`src/rtl/wb_ram_arbiter_pkg.sv`:
```
`default_nettype none
// ============================================================================
//  Module   : wb_arb_pkg
//  Purpose  : Shared definitions for the dp_ram Wishbone arbiter: FSM state
//             encoding and the round-robin next-grant search.
//  Revision : 1.0  initial release
// ============================================================================
package wb_arb_pkg;

  // Largest master count the round-robin search is sized for
  localparam int MAX_MASTERS = 8;

  // Arbiter FSM encoding
  localparam logic [0:0] ST_IDLE  = 1'b0;
  localparam logic [0:0] ST_OWNED = 1'b1;

  // Round-robin pick: index of the first requester found searching upward from
  // last+1 (wrapping at n), or -1 when the request vector is empty.
  function automatic int rr_next_grant(input logic [MAX_MASTERS-1:0] req,
                                       input int last,
                                       input int n);
    int         pick;
    logic [2:0] cand;
    pick = -1;
    for (int k = 1; k <= MAX_MASTERS; k++) begin
      cand = 3'((last + k) % n);
      if ((k <= n) && (pick < 0) && req[cand]) begin
        pick = int'(cand);
      end
    end
    return pick;
  endfunction

endpackage : wb_arb_pkg
`default_nettype wire

```
`src/rtl/wb_ram_arbiter_if.sv`:
```
`default_nettype none
// ============================================================================
//  Module   : wb_ram_arbiter_if
//  Purpose  : Bundle of the per-master Wishbone request side and the shared
//             dp_ram slave side handled by the arbiter.
//             slave  : view of the arbiter itself
//             master : view of the environment (masters plus the RAM)
//  Revision : 1.0  initial release
// ============================================================================
interface wb_ram_arbiter_if #(
  parameter int NUM_MASTERS = 2,
  parameter int ADDR_WIDTH  = 4,
  parameter int DATA_WIDTH  = 8
);
  // Master side, flattened with master i at [i*WIDTH +: WIDTH]
  logic [NUM_MASTERS-1:0]            m_cyc_in;
  logic [NUM_MASTERS-1:0]            m_stb_in;
  logic [NUM_MASTERS-1:0]            m_we_in;
  logic [NUM_MASTERS*ADDR_WIDTH-1:0] m_adr_in;
  logic [NUM_MASTERS*DATA_WIDTH-1:0] m_dat_in;
  logic [NUM_MASTERS-1:0]            m_ack_o;
  logic [DATA_WIDTH-1:0]             m_dat_o;
  // dp_ram slave side
  logic                              s_cyc_o;
  logic                              s_stb_o;
  logic                              s_we_o;
  logic [ADDR_WIDTH-1:0]             s_adr_o;
  logic [DATA_WIDTH-1:0]             s_dat_o;
  logic                              s_ack_in;
  logic [DATA_WIDTH-1:0]             s_dat_in;
  // Status
  logic [NUM_MASTERS-1:0]            grant_o;

  modport slave (
    input  m_cyc_in, m_stb_in, m_we_in, m_adr_in, m_dat_in, s_ack_in, s_dat_in,
    output m_ack_o, m_dat_o, s_cyc_o, s_stb_o, s_we_o, s_adr_o, s_dat_o, grant_o
  );

  modport master (
    output m_cyc_in, m_stb_in, m_we_in, m_adr_in, m_dat_in, s_ack_in, s_dat_in,
    input  m_ack_o, m_dat_o, s_cyc_o, s_stb_o, s_we_o, s_adr_o, s_dat_o, grant_o
  );
endinterface : wb_ram_arbiter_if
`default_nettype wire

```
`src/rtl/wb_ram_arbiter_rr_priority_sel.sv`:
```
`default_nettype none
// ============================================================================
//  Module   : rr_priority_sel
//  Purpose  : Combinational round-robin selector. Given a request vector and
//             the index of the last winner, returns the next winner as both a
//             one-hot vector and a binary index.
//  Revision : 1.0  initial release
// ============================================================================
module rr_priority_sel
  import wb_arb_pkg::*;
#(
  parameter int NUM_MASTERS = 2,
  parameter int IDX_W       = (NUM_MASTERS > 1) ? $clog2(NUM_MASTERS) : 1
) (
  input  logic [NUM_MASTERS-1:0] req_i,
  input  logic [IDX_W-1:0]       ptr_i,
  output logic [NUM_MASTERS-1:0] gnt_o,
  output logic [IDX_W-1:0]       idx_o,
  output logic                   any_o
);

  int w_pick;

  // Search upward from ptr_i+1 and expand the winning index to one-hot
  always_comb begin
    w_pick = rr_next_grant(MAX_MASTERS'(req_i), int'(ptr_i), NUM_MASTERS);
    any_o  = (w_pick >= 0);
    idx_o  = any_o ? IDX_W'(w_pick) : '0;
    gnt_o  = any_o ? (NUM_MASTERS'(1) << idx_o) : '0;
  end

endmodule : rr_priority_sel
`default_nettype wire

```
`src/rtl/wb_ram_arbiter.sv`:
```
`default_nettype none
// ============================================================================
//  Module   : wb_ram_arbiter
//  Purpose  : Round-robin arbiter sharing the dp_ram Wishbone slave port among
//             NUM_MASTERS classic Wishbone masters. A grant is held for the
//             owner's whole cyc period; ack is routed only to the owner.
//  Revision : 1.0  initial release
// ============================================================================
module wb_ram_arbiter
  import wb_arb_pkg::*;
#(
  parameter int NUM_MASTERS = 2,
  parameter int ADDR_WIDTH  = 4,
  parameter int DATA_WIDTH  = 8
) (
  input  logic            wb_clk_in,
  input  logic            wb_rst_in,
  wb_ram_arbiter_if.slave bus
);

  localparam int               C_IDX_W    = (NUM_MASTERS > 1) ? $clog2(NUM_MASTERS) : 1;
  // Pointer starts on the last master so master 0 wins the first contention
  localparam logic [C_IDX_W-1:0] C_LAST_RST = C_IDX_W'(NUM_MASTERS - 1);

  logic [0:0]             state_q, state_d;
  logic [NUM_MASTERS-1:0] grant_q, grant_d;
  logic [C_IDX_W-1:0]     last_q,  last_d;

  logic [NUM_MASTERS-1:0] w_sel_gnt;
  logic [C_IDX_W-1:0]     w_sel_idx;
  logic                   w_sel_any;
  logic                   w_owner_cyc;

  rr_priority_sel #(
    .NUM_MASTERS (NUM_MASTERS),
    .IDX_W       (C_IDX_W)
  ) u_sel (
    .req_i (bus.m_cyc_in),
    .ptr_i (last_q),
    .gnt_o (w_sel_gnt),
    .idx_o (w_sel_idx),
    .any_o (w_sel_any)
  );

  assign w_owner_cyc = |(grant_q & bus.m_cyc_in);

  // Next grant: hold while the owner keeps cyc, otherwise hand over at the same
  // edge (the owner's cyc is low, so the search naturally starts after it)
  always_comb begin
    state_d = state_q;
    grant_d = grant_q;
    last_d  = last_q;
    case (state_q)
      ST_IDLE: begin
        if (w_sel_any) begin
          state_d = ST_OWNED;
          grant_d = w_sel_gnt;
          last_d  = w_sel_idx;
        end
      end
      ST_OWNED: begin
        if (!w_owner_cyc) begin
          if (w_sel_any) begin
            grant_d = w_sel_gnt;
            last_d  = w_sel_idx;
          end else begin
            state_d = ST_IDLE;
            grant_d = '0;
          end
        end
      end
      default: begin
        state_d = ST_IDLE;
        grant_d = '0;
      end
    endcase
  end

  // State, grant and round-robin pointer registers
  always_ff @(posedge wb_clk_in) begin
    if (wb_rst_in) begin
      state_q <= ST_IDLE;
      grant_q <= '0;
      last_q  <= C_LAST_RST;
    end else begin
      state_q <= state_d;
      grant_q <= grant_d;
      last_q  <= last_d;
    end
  end

  // Slave mux driven by the registered grant; all-zero when nobody owns the bus
  always_comb begin
    bus.s_cyc_o = 1'b0;
    bus.s_stb_o = 1'b0;
    bus.s_we_o  = 1'b0;
    bus.s_adr_o = '0;
    bus.s_dat_o = '0;
    for (int i = 0; i < NUM_MASTERS; i++) begin
      if (grant_q[i]) begin
        bus.s_cyc_o = bus.m_cyc_in[i];
        bus.s_stb_o = bus.m_stb_in[i];
        bus.s_we_o  = bus.m_we_in[i];
        bus.s_adr_o = bus.m_adr_in[i*ADDR_WIDTH +: ADDR_WIDTH];
        bus.s_dat_o = bus.m_dat_in[i*DATA_WIDTH +: DATA_WIDTH];
      end
    end
  end

  // Ack only to the current owner while its cyc is still high; read data is
  // broadcast and qualified by each master's own ack
  assign bus.m_ack_o = {NUM_MASTERS{bus.s_ack_in}} & grant_q & bus.m_cyc_in;
  assign bus.m_dat_o = bus.s_dat_in;
  assign bus.grant_o = grant_q;

endmodule : wb_ram_arbiter
`default_nettype wire
```
`src/flat_wrapper.sv`:
```
// flat-port wrapper written by rule: the top's interface ports become plain ports
module wb_ram_arbiter_flat import wb_arb_pkg::*;
#(
  parameter int NUM_MASTERS = 2,
  parameter int ADDR_WIDTH  = 4,
  parameter int DATA_WIDTH  = 8
)
  (wb_clk_in, wb_rst_in, bus_m_cyc_in, bus_m_stb_in, bus_m_we_in, bus_m_adr_in, bus_m_dat_in, bus_s_ack_in, bus_s_dat_in, bus_m_ack_o, bus_m_dat_o, bus_s_cyc_o, bus_s_stb_o, bus_s_we_o, bus_s_adr_o, bus_s_dat_o, bus_grant_o);
  wb_ram_arbiter_if #(.NUM_MASTERS(NUM_MASTERS), .ADDR_WIDTH(ADDR_WIDTH), .DATA_WIDTH(DATA_WIDTH)) bus_i ();
  input  logic wb_clk_in;
  input  logic wb_rst_in;
  input wire logic [$bits(bus_i.m_cyc_in)-1:0] bus_m_cyc_in;
  input wire logic [$bits(bus_i.m_stb_in)-1:0] bus_m_stb_in;
  input wire logic [$bits(bus_i.m_we_in)-1:0] bus_m_we_in;
  input wire logic [$bits(bus_i.m_adr_in)-1:0] bus_m_adr_in;
  input wire logic [$bits(bus_i.m_dat_in)-1:0] bus_m_dat_in;
  input wire logic [$bits(bus_i.s_ack_in)-1:0] bus_s_ack_in;
  input wire logic [$bits(bus_i.s_dat_in)-1:0] bus_s_dat_in;
  output wire logic [$bits(bus_i.m_ack_o)-1:0] bus_m_ack_o;
  output wire logic [$bits(bus_i.m_dat_o)-1:0] bus_m_dat_o;
  output wire logic [$bits(bus_i.s_cyc_o)-1:0] bus_s_cyc_o;
  output wire logic [$bits(bus_i.s_stb_o)-1:0] bus_s_stb_o;
  output wire logic [$bits(bus_i.s_we_o)-1:0] bus_s_we_o;
  output wire logic [$bits(bus_i.s_adr_o)-1:0] bus_s_adr_o;
  output wire logic [$bits(bus_i.s_dat_o)-1:0] bus_s_dat_o;
  output wire logic [$bits(bus_i.grant_o)-1:0] bus_grant_o;
  assign bus_i.m_cyc_in = bus_m_cyc_in;
  assign bus_i.m_stb_in = bus_m_stb_in;
  assign bus_i.m_we_in = bus_m_we_in;
  assign bus_i.m_adr_in = bus_m_adr_in;
  assign bus_i.m_dat_in = bus_m_dat_in;
  assign bus_i.s_ack_in = bus_s_ack_in;
  assign bus_i.s_dat_in = bus_s_dat_in;
  assign bus_m_ack_o = bus_i.m_ack_o;
  assign bus_m_dat_o = bus_i.m_dat_o;
  assign bus_s_cyc_o = bus_i.s_cyc_o;
  assign bus_s_stb_o = bus_i.s_stb_o;
  assign bus_s_we_o = bus_i.s_we_o;
  assign bus_s_adr_o = bus_i.s_adr_o;
  assign bus_s_dat_o = bus_i.s_dat_o;
  assign bus_grant_o = bus_i.grant_o;
  wb_ram_arbiter #(.NUM_MASTERS(NUM_MASTERS), .ADDR_WIDTH(ADDR_WIDTH), .DATA_WIDTH(DATA_WIDTH)) u_core (.wb_clk_in(wb_clk_in), .wb_rst_in(wb_rst_in), .bus(bus_i));
endmodule
```
`config.mk`:
```
export PLATFORM = sky130hd
export DESIGN_NAME = wb_ram_arbiter_flat
export DESIGN_NICKNAME = d
export VERILOG_FILES = /design/src/rtl/wb_ram_arbiter_pkg.sv /design/src/rtl/wb_ram_arbiter_if.sv /design/src/rtl/wb_ram_arbiter_rr_priority_sel.sv /design/src/rtl/wb_ram_arbiter.sv /design/src/flat_wrapper.sv
export SDC_FILE = /design/constraint.sdc
export NUM_CORES = 1
export LEC_CHECK = 0
export CORE_MARGIN = 4
export CORE_UTILIZATION = 23
export DETAILED_ROUTE_END_ITERATION = 8
export PLACE_DENSITY = 0.92
export SYNTH_ARGS = -nofsm -noshare
export SYNTH_HDL_FRONTEND = slang
export SYNTH_SLANG_ARGS = --single-unit
```
`constraint.sdc`:
```
create_clock -name wb_clk_in -period 1.6 [get_ports wb_clk_in]
set_input_delay 0.32 -clock wb_clk_in [delete_from_list [all_inputs] [get_ports wb_clk_in]]
set_output_delay 0.32 -clock wb_clk_in [all_outputs]
set_load 0.01 [all_outputs]
```
# == Word level (Yosys, flattened, before mapping) ==
# Index checks and enable logic that the tools add are counted.
# word_totals
register_bits,4
input_bits,41
wordCells,48
# op_classes
add_sub_neg,2
magnitude_cmp,4
n_eq_ne,2
shift,1
n_mux,27
n_bitwise,6
reduce_logical,3
# ops
cell,count
32-bit two-way mux,2
"32-bit by 1-bit greater-or-equal comparator with 1-bit output, second input constant",1
"32-bit by 1-bit less-than comparator with 1-bit output, second input constant",1
8-bit two-way mux,2
1-bit two-way mux,13
"3-bit by 4-bit less-than comparator with 1-bit output, second input constant",2
4-bit two-way mux,2
2-bit AND,3
2-bit two-way mux,3
1-bit binary-select mux with 2-bit select,2
"2-bit inequality test, second input constant",2
1-bit one-hot mux with 2 select lines,2
2-bit one-hot mux with 2 select lines,1
"1-bit adder, second input constant",2
"1-bit AND, first input constant",2
2-bit AND reduction,1
2-bit OR reduction,1
"1-bit by 1-bit left shift with 2-bit output, first input constant",1
1-bit logical AND,1
1-bit inverter,1

# == Logic depth before layout (Yosys ltp) ==
# Gate-level depths: netlist of the first run.
# depth
ltp_word,14
mapped_depth,4
mapped_depth_nobuf,3

# == By module ==
# Synthesis of the first run repeated with hierarchy kept, for this count alone.
# unflattened
hier_cells,56
area_unflattened_um2,455.4
# by_module_without_submodules
mod,n_inst,cells_each,area_each_um2
wb_ram_arbiter,1,51,422.9
rr_priority_sel,1,5,32.5

# == Worst setup path before layout of the first run ==
# No wires, ideal clock.
# synth_path
path_kind,flip-flop to output port
startpoint,"register u_core.grant_q[0], in the netlist u_core.bus.grant_o[0]"
endpoint,output bus_s_adr_o[3]
arrival_ns,1.058
slack_ns,0.222
stages_incl_launch_ff,5
cell_sequence,dfxtp_1 buf_2 and2b_4 buf_2 a22o_1
# synth_between
elab_chain_cells,2
# synth_lines
element,line_no,rtl
start: declaration,wb_ram_arbiter.sv:26,"logic [NUM_MASTERS-1:0] grant_q, grant_d;"
start signal: assignment,wb_ram_arbiter.sv:87,grant_q <= grant_d;
4-bit two-way mux (2 in a row),wb_ram_arbiter.sv:100,if (grant_q[i]) begin
end: declaration,flat_wrapper.sv:24,output wire logic [$bits(bus_i.s_adr_o)-1:0] bus_s_adr_o;
# No other way between the ends.

# == Final worst setup path of the first run ==
# layout_path
startpoint,"register u_core.grant_q[1], in the netlist u_core.bus.grant_o[1]"
endpoint,output bus_s_dat_o[1]
# layout_between
elab_chain_cells,1
# layout_lines
element,line_no,rtl
8-bit two-way mux,wb_ram_arbiter.sv:100,
end: declaration,flat_wrapper.sv:25,output wire logic [$bits(bus_i.s_dat_o)-1:0] bus_s_dat_o;
# No other way between the ends.

==> results of run 1 <==
## routing by layer
metal | wire [um] | track usage
met4 | 4 | 0.0681
met2 | 959 | 0.277
met3 | 220 | 0.0456
met1 | 902 | 0.168
met5 | 0 | 0
## power by group through the flow
stage | Sequential [uW] | Combinational (uW) | Clock (uW)
3_5_place_dp | 117 | 269 | 0
5_1_grt | 119 | 275 | 135
3_3_place_gp | 116 | 263 | 0
6_report | 118 | 256 | 119
2_1_floorplan | 116 | 119 | 0
4_1_cts | 118 | 257 | 128
## cells in the mapped netlist, drive strengths merged
cell	number	area share
dfxtp	4	0.17
nand2	2	0.016
inv	2	0.016
and2b	1	0.022
a22o	14	0.27
o211a	1	0.022
and3	4	0.055
clkbuf	1	0.0082
o21ai	6	0.066
a21oi	5	0.055
nor2	4	0.033
buf	13	0.19
a21boi	1	0.016
a21bo	2	0.044
a211o	1	0.019
## sequential cells by signal (all words and copies together), names as in the netlist
signal and count:
u_core.bus.grant_o 2, u_core.last_q 1, u_core.state_q 1
## cells by family (layout without fill, tap and decap cells)
family	after synthesis	in the layout	share of synthesized area
simple gates	11	12	0.126
compound gates	30	30	0.489
buf+inv	16	64	0.210
flops	4	4	0.175
## metrics by stage
stage,instances,hold slack [ns],power (uW),utilization
6_report,135,0.518,493,0.528
5_1_grt,135,0.563,529,0.528
4_1_cts,134,0.517,502,0.535
3_5_place_dp,127,0.511,386,0.522
3_3_place_gp,127,0.493,379,0.522
2_1_floorplan,61,0.389,235,-
## cell type report
class	instances	area, um2
flip-flops and latches	4	81.3
clock buffers	3	22.5
inverters	2	7.51
multi-input cells	42	290
fillers	179	851
repair buffers	59	518
well taps	25	31.3
## path summary, 6_finish.rpt
kind / start / endpoint / slack (ns)
max: u_core.bus.grant_o[1] / bus_s_dat_o[1] / -0.09
min: u_core.last_q / u_core.last_q / 0.52
max reg2reg: u_core.bus.grant_o[0] / u_core.last_q / 0.44
min reg2reg: u_core.last_q / u_core.last_q / 0.52
## repair_timing
| item | in CTS | in global routing |
|---|---|---|
| setup endpoints to repair | 18 | 14 |
| pin swaps | 0 | 2 |
| buffers inserted | 3 | 1 |
| resized for setup | 51 | 12 |
| gates cloned | 1 | 0 |
| hold buffers | 0 | 0 |
==> metrics.txt, run 1 <==
# TYPE chip_impl_metric gauge
chip_impl_metric{name="fp.dieW",unit="um"} 52.6
chip_impl_metric{name="combPwrFrac",unit=""} 0.519
chip_impl_metric{name="antenna_found_initial",unit=""} 0
chip_impl_metric{name="final.period_utilization",unit=""} 1.05
chip_impl_metric{name="internal_power",unit="uW"} 350
chip_impl_info{name="crit_type",value="reg2out"} 1
chip_impl_metric{name="setup-tns-final",unit="ns"} -0.314
chip_impl_metric{name="final.setup.worst_slack",unit="ns"} -0.0879
chip_impl_metric{name="worst_max_slew_pin_slew",unit="ns"} 0.264
chip_impl_metric{name="core_area",unit="mm2"} 0.00180
chip_impl_metric{name="floorplan_die_area",unit="mm2"} 0.00277
chip_impl_metric{name="floorplan.rows",unit=""} 15
chip_impl_metric{name="drtAntennaViolNets",unit=""} 0
chip_impl_metric{name="cp_max_fo",unit=""} 4
chip_impl_metric{name="min_path_cells",unit=""} 1
chip_impl_metric{name="timing.max_slew.rel_slack",unit=""} 0.823
chip_impl_metric{name="final_area",unit="um2"} 951
chip_impl_metric{name="cts_max_level",unit=""} 1
chip_impl_metric{name="drt_first_iter_violations",unit=""} 6
chip_impl_info{name="critical-path-top-delay-family",value="buffers and inverters"} 1
chip_impl_metric{name="routedWlPerCell",unit="um"} 15.5
chip_impl_metric{name="clk_transition_reported_paths",unit="ns"} 0.03
chip_impl_metric{name="detailedPlacementHpwl",unit="mm"} 1.63
chip_impl_metric{name="grt.overflow.total",unit=""} 0
chip_impl_metric{name="drive_gt1_frac",unit=""} 0.264
chip_impl_metric{name="syn_nets",unit=""} 102
chip_impl_metric{name="worstPathRequired",unit="ns"} 1.28
chip_impl_info{name="mostFrequentLayoutCell",value="clkdlybuf4s50_1"} 1
chip_impl_metric{name="vias_per_cell",unit=""} 4.87
chip_impl_metric{name="power.share.sequential",unit=""} 0.239
chip_impl_metric{name="worst_skew",unit="ns"} 0.000127
chip_impl_metric{name="finalNetCount",unit=""} 153
chip_impl_metric{name="areaGrowthSynthToFinish",unit="%"} 108
chip_impl_metric{name="cts.path.max_buffers",unit=""} 2
chip_impl_info{name="clock_tree_from_tritoncts",value="done"} 1
chip_impl_metric{name="diodes",unit=""} 0
chip_impl_info{name="outcome",value="complete, but fails checks"} 1
chip_impl_info{name="rsz_0062_raised_after_global_routing",value="yes"} 1
chip_impl_metric{name="setup_violations",unit=""} 4
chip_impl_metric{name="number_of_synthesized_register_bits",unit=""} 4
chip_impl_info{name="critical_path.startpoint_type",value="flop"} 1
chip_impl_metric{name="final-hold-violation-count",unit=""} 0
chip_impl_metric{name="worstSkewPairLatency",unit="ns"} 0.23
chip_impl_metric{name="ioPinCount",unit=""} 68
chip_impl_metric{name="start_util",unit=""} 0.254
chip_impl_metric{name="worstRegToRegCells",unit=""} 4
chip_impl_metric{name="synth.avg_cell_area",unit="um2"} 7.51
chip_impl_metric{name="postPlaceCellArea",unit="um2"} 941
chip_impl_metric{name="cp_slowest_stage_delay",unit="ns"} 0.34
chip_impl_metric{name="sinks_on_the_clock_net",unit=""} 4
chip_impl_metric{name="seq_area_frac_synth",unit=""} 0.175
chip_impl_metric{name="timing_max_transition_violations_final",unit=""} 0
chip_impl_metric{name="clock_power_share",unit=""} 0.242
chip_impl_metric{name="clock.fmax",unit="GHz"} 0.592
chip_impl_metric{name="via_count_of_the_first_global_routing_pass",unit=""} 682
chip_impl_metric{name="globalplace.congestion",unit=""} 0.837
chip_impl_metric{name="post_route_drc",unit=""} 0
chip_impl_metric{name="critical_path_buf_inv_count",unit=""} 3
chip_impl_metric{name="cap_viol_max_count",unit=""} 0
chip_impl_metric{name="routed-via-count",unit=""} 658
chip_impl_metric{name="drtPass1Iterations",unit=""} 4
chip_impl_metric{name="die-height",unit="um"} 52.6
chip_impl_metric{name="finalWirelength",unit="mm"} 2.09
chip_impl_metric{name="place_worst_setup_slack",unit="ns"} -0.316
chip_impl_metric{name="worstSetupPathDepth",unit=""} 5
chip_impl_info{name="worstSetupEndpointType",value="primary output"} 1
chip_impl_metric{name="grt.total_usage",unit=""} 0.156
chip_impl_metric{name="placement.io_buffers",unit=""} 51
chip_impl_info{name="crit_chain",value="and2b_2 > buf_6 > buf_4 > a22o_1 > buf_2"} 1
chip_impl_info{name="cts-root-buf",value="clkbuf_4"} 1
chip_impl_metric{name="synthesis.area",unit="um2"} 458
chip_impl_metric{name="worst-endpoint-arrival",unit="ns"} 1.37
chip_impl_metric{name="numCtsBuffers",unit=""} 3
chip_impl_metric{name="max-vdd-ir-drop",unit="mV"} 0.394
chip_impl_metric{name="netlist-cell-type-count",unit=""} 16
chip_impl_info{name="critical_path.slowest_cell",value="dfxtp_2"} 1
chip_impl_metric{name="switching_share_of_power",unit=""} 0.289
chip_impl_info{name="hold_path_class",value="reg2reg"} 1
chip_impl_metric{name="final.min_clock_period",unit="ns"} 1.69
chip_impl_metric{name="syn_warnings",unit=""} 0
chip_impl_metric{name="pin_count_of_the_biggest_net_entering_global_routing",unit=""} 25
chip_impl_info{name="top_library_cells_by_usage_in_the_layout_fill_and_taps_aside",value="clkdlybuf4s50_1, a22o_1, buf_2, o21ai_0"} 1
chip_impl_metric{name="cellPowerDensity",unit="mW/mm2"} 518
chip_impl_metric{name="p_leak",unit="uW"} 0.000460
chip_impl_metric{name="postSynthCellCount",unit=""} 61
chip_impl_metric{name="power.net_switching",unit="uW"} 142
chip_impl_metric{name="grt_pass1_wl",unit="mm"} 3.21
chip_impl_info{name="violated_checks",value="negative setup slack"} 1
Note: power is estimated with default switching activity, not from simulation.
==> run 2: changes to the inputs <==
--- a/config.mk
+++ b/config.mk
@@ -7,6 +7,7 @@
 export LEC_CHECK = 0
 export CORE_MARGIN = 4
 export CORE_UTILIZATION = 23
+export CTS_CLUSTER_SIZE = 16
 export DETAILED_ROUTE_END_ITERATION = 8
 export PLACE_DENSITY = 0.92
 export SYNTH_ARGS = -nofsm -noshare
==> results of run 2 <==
No change in the layout: final DEF, timing and power equal those of run 1.
